--- src/rtl/ahb_manager_arbiter.sv ---
// Two-manager AHB-Lite arbiter. A non-granted manager's NONSEQ is absorbed into a
// one-entry hold buffer and replayed once the bus is handed over; bursts are never split.

module ahb_manager_arbiter_hold #(
  parameter int W = 41
) (
  input  logic         clk,
  input  logic         rst_n,
  input  logic         cap,
  input  logic         clr,
  input  logic [W-1:0] live,
  output logic [W-1:0] held,
  output logic         pend
);
  logic [W-1:0] held_q, held_d;
  logic         pend_q, pend_d;

  always_comb begin
    held_d = held_q;
    pend_d = pend_q;
    if (cap) begin
      held_d = live;
      pend_d = 1'b1;
    end else if (clr) begin
      pend_d = 1'b0;
    end
  end

  always_ff @(posedge clk or negedge rst_n) begin
    if (!rst_n) begin
      held_q <= '0;
      pend_q <= 1'b0;
    end else begin
      held_q <= held_d;
      pend_q <= pend_d;
    end
  end

  assign held = held_q;
  assign pend = pend_q;
endmodule

module ahb_manager_arbiter #(
  parameter int ADDR_WIDTH = 32,
  parameter int DATA_WIDTH = 32
) (
  input  logic                    HCLK,
  input  logic                    HRESETn,
  input  logic [2*ADDR_WIDTH-1:0] M_HADDR,
  input  logic [3:0]              M_HTRANS,
  input  logic [1:0]              M_HWRITE,
  input  logic [5:0]              M_HSIZE,
  input  logic [5:0]              M_HBURST,
  input  logic [2*DATA_WIDTH-1:0] M_HWDATA,
  output logic [1:0]              M_HREADY,
  output logic [3:0]              M_HRESP,
  output logic [DATA_WIDTH-1:0]   M_HRDATA,
  output logic [ADDR_WIDTH-1:0]   HADDR,
  output logic [1:0]              HTRANS,
  output logic                    HWRITE,
  output logic [2:0]              HSIZE,
  output logic [2:0]              HBURST,
  output logic [DATA_WIDTH-1:0]   HWDATA,
  input  logic                    HREADY,
  input  logic [1:0]              HRESP,
  input  logic [DATA_WIDTH-1:0]   HRDATA
);
  localparam int HW = ADDR_WIDTH + 9;
  localparam logic [1:0] IDLE = 2'b00, BUSY = 2'b01, NONSEQ = 2'b10, SEQ = 2'b11;

  logic [1:0][HW-1:0] live, held;
  logic [1:0]         pend, mready, cap, clr;
  logic [HW-1:0]      bus;
  logic [1:0]         bus_trans;
  logic               g_q, g_d, lock_q, lock_d, d_q, d_d, dv_q, dv_d;
  logic [4:0]         cnt_q, cnt_d;

  for (genvar m = 0; m < 2; m++) begin : g_mgr
    localparam logic MI = (m == 1);
    assign live[m] = {M_HADDR[m*ADDR_WIDTH +: ADDR_WIDTH], M_HTRANS[2*m +: 2],
                      M_HWRITE[m], M_HSIZE[3*m +: 3], M_HBURST[3*m +: 3]};
    // A manager only sees the subordinate's HREADY when it owns the address or data phase.
    assign mready[m] = !HRESETn ? 1'b1 :
                       pend[m]  ? 1'b0 :
                       ((dv_q && d_q == MI) || g_q == MI) ? HREADY : 1'b1;
    assign cap[m] = (g_q != MI) && mready[m] && (M_HTRANS[2*m +: 2] == NONSEQ);
    assign clr[m] = (g_q == MI) && HREADY;
    assign M_HRESP[2*m +: 2] = (dv_q && d_q == MI) ? HRESP : 2'b00;

    ahb_manager_arbiter_hold #(.W(HW)) u_hold (
      .clk(HCLK), .rst_n(HRESETn), .cap(cap[m]), .clr(clr[m]),
      .live(live[m]), .held(held[m]), .pend(pend[m])
    );
  end

  assign bus = pend[g_q] ? held[g_q] : live[g_q];
  assign {HADDR, bus_trans, HWRITE, HSIZE, HBURST} = bus;
  assign HTRANS   = HRESETn ? bus_trans : IDLE;
  assign HWDATA   = (dv_q && d_q) ? M_HWDATA[DATA_WIDTH +: DATA_WIDTH] : M_HWDATA[DATA_WIDTH-1:0];
  assign M_HRDATA = HRDATA;
  assign M_HREADY = mready;

  always_comb begin
    g_d    = g_q;
    lock_d = lock_q;
    cnt_d  = cnt_q;
    d_d    = d_q;
    dv_d   = dv_q;
    if (HREADY) begin
      d_d  = g_q;
      dv_d = HTRANS[1];
      case (HTRANS)
        IDLE: lock_d = 1'b0;
        BUSY: lock_d = lock_q;
        NONSEQ: begin
          lock_d = (HBURST != 3'b000);
          case (HBURST)
            3'b010, 3'b011: cnt_d = 5'd3;
            3'b100, 3'b101: cnt_d = 5'd7;
            3'b110, 3'b111: cnt_d = 5'd15;
            default:        cnt_d = cnt_q;
          endcase
        end
        SEQ: begin
          if (HBURST == 3'b001) begin
            lock_d = 1'b1;
          end else if (HBURST != 3'b000) begin
            if (cnt_q != 5'd0) cnt_d = cnt_q - 5'd1;
            if (cnt_d == 5'd0) lock_d = 1'b0;
          end
        end
        default: lock_d = lock_q;
      endcase
      // Hand over only once the current owner's burst has released the lock.
      if (pend[~g_q] && !lock_d) g_d = ~g_q;
    end else if (HRESP == 2'b01) begin
      lock_d = 1'b0;
    end
  end

  always_ff @(posedge HCLK or negedge HRESETn) begin
    if (!HRESETn) begin
      g_q    <= 1'b0;
      lock_q <= 1'b0;
      cnt_q  <= 5'd0;
      d_q    <= 1'b0;
      dv_q   <= 1'b0;
    end else begin
      g_q    <= g_d;
      lock_q <= lock_d;
      cnt_q  <= cnt_d;
      d_q    <= d_d;
      dv_q   <= dv_d;
    end
  end
endmodule

--- config.mk ---
export PLATFORM = sky130hd
export DESIGN_NAME = ahb_manager_arbiter
export DESIGN_NICKNAME = d
export VERILOG_FILES = /design/src/rtl/ahb_manager_arbiter.sv
export SDC_FILE = /design/constraint.sdc
export NUM_CORES = 1
export LEC_CHECK = 0
export CAP_MARGIN = 20
export CORE_MARGIN = 4
export CORE_UTILIZATION = 37
export DETAILED_ROUTE_END_ITERATION = 6
export PLACE_DENSITY = 0.79
export SETUP_SLACK_MARGIN = 0.02
export SYNTH_ARGS = -nofsm -noshare
export SYNTH_HDL_FRONTEND = slang
export SYNTH_SLANG_ARGS = --single-unit
export TNS_END_PERCENT = 20
--- constraint.sdc ---
create_clock -name HCLK -period 1.9 [get_ports HCLK]
set_input_delay 0.57 -clock HCLK [delete_from_list [all_inputs] [get_ports HCLK]]
set_output_delay 0.57 -clock HCLK [all_outputs]
set_load 0.01 [all_outputs]
# Word level (Yosys, flattened, before mapping)
# Cells that the tools add are included.
dict set report totals {
  inputBits 183
  regBits 93
  elab_cells 94
  out_inout_bits 111
}
dict set report op_classes {
  n_eq_ne 16
  muxes 39
  bitwise 2
  reduce_logical 25
  n_lt_le_gt_ge 2
  addsub 1
}
# op count
set ops {}
lappend ops {{$mux 41} 5}
lappend ops {{$mux 5} 7}
lappend ops {{$mux 32} 1}
lappend ops {{$mux 1} 20}
lappend ops {{$pmux 5 s3} 1}
lappend ops {{$eq 3x3->1 const B} 4}
lappend ops {{$pmux 5 s2} 1}
lappend ops {{$logic_and 1x1->1} 9}
lappend ops {{$eq 2x2->1 const B} 4}
lappend ops {{$reduce_bool 2->1} 4}
lappend ops {{$eq 3x2->1 const B} 2}
lappend ops {{$mux 2} 3}
lappend ops {{$reduce_or 2->1} 3}
lappend ops {{$logic_not 5->1} 1}
lappend ops {{$reduce_and 5->1} 1}
lappend ops {{$reduce_bool 5->1} 1}
lappend ops {{$sub 5x1->5 const B} 1}
lappend ops {{$eq 2x1->1 const B} 2}
lappend ops {{$lt 1x2->1 const B} 2}
lappend ops {{$ne 2x2->1 const B} 2}
lappend ops {{$ne 4x4->1 const B} 1}
lappend ops {{$pmux 1 s4} 1}
lappend ops {{$eq 3x1->1 const B} 1}
lappend ops {{$reduce_bool 3->1} 1}
lappend ops {{other kinds (5)} 7}

# Depth between registers and ports, before layout
dict set report logic_depth {
  ltp_word 17
  depth_mapped 8
  mapped_depth_nobuf 8
}

# Cells and area by module
# From an unflattened synthesis, not the netlist that was laid out.
dict set report hier_totals {
  hier_cells 526
  hier_area_um2 6274.8
}
# mod instances seq_area_each_um2 cells_each area_per_inst_um2
set by_module_without_submodules {}
lappend by_module_without_submodules {ahb_manager_arbiter_hold 2 1051.0 90 1761.7}
lappend by_module_without_submodules {ahb_manager_arbiter 1 225.2 346 2751.4}

# Worst setup path after synthesis
# OpenSTA, ideal clock, no wires.
dict set report synth_path {
  kind {input to register}
  start {input HREADY}
  end {register g_mgr[1].u_hold.held_q[0]}
  slack_ns -0.201
  arrival_ns 1.977
  setup_time_ns 0.125
  t_required_ns 1.775
  n_path_buf 3
  stages 7
  path_cell_list {buf_2 -> nor2_1 -> o21ai_0 -> and3_1 -> buf_2 -> buf_2 -> mux2_2}
}
dict set report synth_via {
  elab_chain_len 5
}
# element line_no
set synth_rtl {}
lappend synth_rtl {{from (decl)} 64} ;# input logic HREADY,
lappend synth_rtl {{$mux 1} 85} ;# ((dv_q && d_q == MI) || g_q == MI) ? HREADY : 1'b1;
lappend synth_rtl {{$mux 1} 84} ;# pend[m] ? 1'b0 :
lappend synth_rtl {{$mux 1} 83} ;# assign mready[m] = !HRESETn ? 1'b1 :
lappend synth_rtl {{named net M_HREADY[1]} 55} ;# output logic [1:0] M_HREADY,
lappend synth_rtl {{$logic_and 1x1->1 (2 in series)} 86} ;# assign cap[m] = (g_q != MI) && mready[m] && (M_HTRANS[2*m +: 2] == NONSEQ);
lappend synth_rtl {{to (signal assigned)} 34} ;# held_q <= held_d;
lappend synth_rtl {{to (decl)} 15} ;# logic [W-1:0] held_q, held_d;
# The timed path passes the listed nets, and every way through them passes these cells.
# A chain may end at the register's enable or synchronous reset.

# Worst setup path after layout
dict set report layout_path {
  start {register g_mgr[1].u_hold.pend_q}
  end {output HADDR[27]}
}
dict set report layout_via {
  elab_chain_len 3
}
# element line_no
set layout_rtl {}
lappend layout_rtl {{from (decl)} 16} ;# logic pend_q, pend_d;
lappend layout_rtl {{from (signal assigned)} 35} ;# pend_q <= pend_d;
lappend layout_rtl {{$mux 1 (not written as such) (2 in series)} 96} ;# assign bus = pend[g_q] ? held[g_q] : live[g_q];
lappend layout_rtl {{$mux 41} 96}
lappend layout_rtl {{to (decl)} 58} ;# output logic [ADDR_WIDTH-1:0] HADDR,
# No other way between the ends. The select of a mux whose other input is x is not followed.

==> reports/results.tsv <==
stage	metric	value	unit
outcome	outcome	finished, violations left	
outcome	violations	setup timing	
pwr	seqPwrFrac	24.9	%
detailed_routing	routed_via_density	5.44	
synth	synth_seq_cells	93	
detailed_routing	dr_total_vias	5232	
detailed_routing	wl_per_cell	24.3	um
critical_path	worstSetupPathType	reg2out	
synth	synth_nets	698	
critical_path	startpoint	g_mgr[1].u_hold.pend$_DFFE_PN0P_	
clock_network	path_clk_slew	0.07	ns
cells_and_area	nNetsFinal	955	
floorplan	die_h	132	um
clock_network	ctsHtreeMaxLevel	3	
grt	grt_max_degree	67	
synth	ys_seq_area_share	41.2	%
detailed_routing	wirelength	23400	um
floorplan	fp-row-count	44	
pwr	p_int	8.91	mW
pwr	p_sw	5.66	mW
timing	tightest_slew	0.867	ns
detailed_routing	firstDrtPassIters	4	
floorplan	fp.coreArea	0.0148	mm^2
synth	syn_area	0.00565	mm^2
critical_path	path_buf_inv	3	
critical_path	critPathSlowestCell	dfrtp_2	
critical_path	cp-end-kind	output pin	
grt	grt_pass1_wl	34200	um
clock_network	cts_root_buf	clkbuf_16	
timing	fmax	444	MHz
timing	fin_crit_sh	118	%
place	port_buffers	229	
pwr	peakVddDrop	0.965	mV
critical_path	cp_max_fo	10	
pwr	swShare	38.9	%
critical_path	worstPathCellList	buf_6 -> buf_12 -> mux2i_4 -> a21oi_1 -> buf_2	
cells_and_area	final_layout_size_suffix_gt1_share	52.3	%
critical_path	r2r_start	cnt_q[1]$_DFFE_PN0P_	
synth	synth_ff_type	dfrtp_1	
synth	yosysWarnings	0	
pwr	combPwrFrac	62.8	%
clock_network	cts_buffers	9	
grt	antenna_found_initial	2	
floorplan	initial_core_util	38.3	%
place	placed_cell_area	0.00834	mm^2
cells_and_area	utilization	65.7	%
grt	grt-ovfl-total	0	
detailed_routing	drc	0	
floorplan	dieArea	0.0173	mm^2
timing	rsz0062_at_grt	true	
detailed_routing	drt_iter0_markers	463	
floorplan	chipWidth	132	um
clock_network	clock_latency	0.35	ns
flow_run	maxCapViolCount	0	
clock_network	cts_sinks	93	
synth	synth_cell_types	43	
cells_and_area	area_growth	71.5	%
synth	syn_inst	514	
synth	synth_edf_count	0	
critical_path	crit_required	1.33	ns
timing	fin_crit	2.25	ns
critical_path	critical-path-top-delay-family	buffers and inverters	
pwr	power-per-cell-area	1500	mW/mm^2
timing	hold_viol	0	
grt	grt_pass1_vias	5689	
critical_path	cpPeakStageDelay	0.47	ns
critical_path	critPathLaunchType	register	
floorplan	io_pins	294	
clock_network	clock_path_buffers	2	
synth	avgSynthCellArea	11.0	um^2
pwr	p_leak	4.19	nW
timing	setup_violations	86	
clock_network	cts_tree	yes	
synth	async_flop_share	100	%
cells_and_area	fin_area	0.00969	mm^2
detailed_routing	postRouteAntennaNets	0	
timing	worst_slack	-0.350	ns
timing	hold_slack	0.391	ns
grt	grt_use_total	25.5	%
hold_path	min_path_type	in2async	
pwr	clkPwrFrac	12.3	%
place	gp_congestion	0.857	
clock_network	hold_buffers	0	
place	dpl.hpwl	16200	um
timing	maxSlewHeadroom	42.2	%
timing	skew	0.00559	ns
timing	finalMaxSlewViolations	0	
critical_path	critPathArrivalTime	1.68	ns
[routing by layer]
layer,global-route usage [%],share of wire [%]
met3,8.64,7.4
met4,8.98,3.6
met5,0,0.056
met1,28.7,38
met2,45.0,51
[registers in the layout (all words and copies together) (netlist names)]
signal,count
dv_q,1
d_q,1
cnt_q,5
g_mgr.u_hold.pend,2
lock_q,1
g_q,1
g_mgr.u_hold.held,82
[worst paths after layout]
kind / to / slack [ns] / cells past startpoint
max in group asynchronous: g_mgr[1].u_hold.pend$_DFFE_PN0P_ / 0.82 / 2
setup reg to reg: g_q$_DFFE_PN0P_ / -0.24 / 9
hold reg to reg: g_mgr[0].u_hold.held[7]$_DFFE_PN0P_ / 0.49 / 1
min in group HCLK: g_mgr[0].u_hold.held[7]$_DFFE_PN0P_ / 0.49 / 1
hold / removal: g_mgr[0].u_hold.held[8]$_DFFE_PN0P_ / 0.39 / 3
setup / recovery: HADDR[27] / -0.35 / 5
[power by group through the flow]
stage	Combinational [mW]	Sequential (mW)	Clock [mW]
2_1_floorplan	3.92	3.30	0
3_3_place_gp	7.03	3.47	0
3_5_place_dp	7.20	3.56	0
4_1_cts	8.21	3.57	1.84
5_1_grt	9.66	3.74	1.92
6_report	9.14	3.63	1.80
[synthesized netlist by cell type, types with 2 or more instances]
master	instances	area, um^2
a211oi_1	39	293
a21oi_1	42	210
a31oi_1	3	18.8
and2_1	2	12.5
and3_1	4	25.0
buf_1	4	15.0
buf_2	19	95.1
buf_4	33	248
clkbuf_1	13	48.8
dfrtp_1	93	2330
inv_1	5	18.8
mux2_2	111	1250
mux2i_1	44	440
nand2_1	8	30.0
nand2b_1	3	18.8
nand3_1	6	30.0
nor2_1	9	33.8
nor2b_1	40	250
nor3_1	3	15.0
nor4b_1	3	26.3
o211ai_1	2	15.0
o21ai_0	6	30.0
o21ai_1	2	10.0
[cell families (layout without fill, tap and decap cells)]
group | count (synthesis) | count (layout) | synth area share (%)
xor gates and xnor gates | 1 | 1 | 0.155
DFF | 93 | 93 | 41.2
muxes | 155 | 155 | 29.9
and+or+nand+nor | 86 | 86 | 9.08
adders and majority gates | 1 | 1 | 0.221
AOI/OAI and AO/OA | 103 | 103 | 11.8
buffers and inverters | 75 | 337 | 7.66
other | 0 | 2 | 0
[layout by cell type, fill, tap and decap left out, types with 3 or more instances in the layout]
| cell type | instances |
|---|---|
| dfrtp_2 | 3 |
| nand2_1 | 5 |
| buf_2 | 51 |
| mux2i_2 | 4 |
| buf_12 | 15 |
| a211oi_1 | 6 |
| nand2b_1 | 3 |
| nor2b_2 | 7 |
| mux2i_1 | 39 |
| a21oi_2 | 13 |
| nor4b_2 | 3 |
| nor2b_4 | 28 |
| inv_1 | 3 |
| a211oi_4 | 4 |
| nor2b_1 | 5 |
| and3_1 | 3 |
| mux2_4 | 34 |
| dlygate4sd2_1 | 8 |
| clkdlybuf4s50_1 | 141 |
| mux2_2 | 77 |
| nand3_1 | 5 |
| buf_4 | 45 |
| a31oi_1 | 3 |
| o21ai_0 | 5 |
| nor2_1 | 7 |
| buf_16 | 7 |
| clkbuf_8 | 3 |
| clkbuf_16 | 15 |
| dfrtp_1 | 90 |
| a211oi_2 | 29 |
| buf_6 | 42 |
| a21oi_1 | 28 |
[worst register-to-register path, stage by stage (launching register included)]
cell and delay, ns:
dfrtp_1 0.38, inv_1 0.08, ha_2 0.20, buf_4 0.14, nor3b_1 0.30, nand2b_1 0.15
o211ai_1 0.22, a41o_1 0.26, a41oi_1 0.14, a31oi_1 0.19
[what timing repair did]
item	CTS	global route
endpoints found under the setup margin	163	163
pin swaps	26	26
cloned	7	6
gates resized for setup	482	68
endpoints found under the hold margin	0	0
buffers inserted	21	5
[stage by stage]
step	TNS (ns)	instances	power [mW]	setup WS, ns
final	-20.20	962	14.6	-0.350
after global routing	-27.15	961	15.3	-0.406
after CTS	-23.79	950	13.6	-0.370
after detailed placement	-77.49	907	10.8	-0.733
after global placement	-75.66	907	10.5	-0.702
after floorplan	-1.29	514	7.22	-0.0241
[cell type report]
type	instances	area, um^2
Fill cell	1098	5060
Multi-Input combinational cell	346	3600
Timing Repair Buffer	316	3210
Sequential cell	93	2330
Clock buffer	12	267
Tap cell	184	230
Clock inverter	4	28.8
Inverter	5	21.3
Antenna cell	2	5.00
Note: power is estimated with default switching activity, not from simulation.
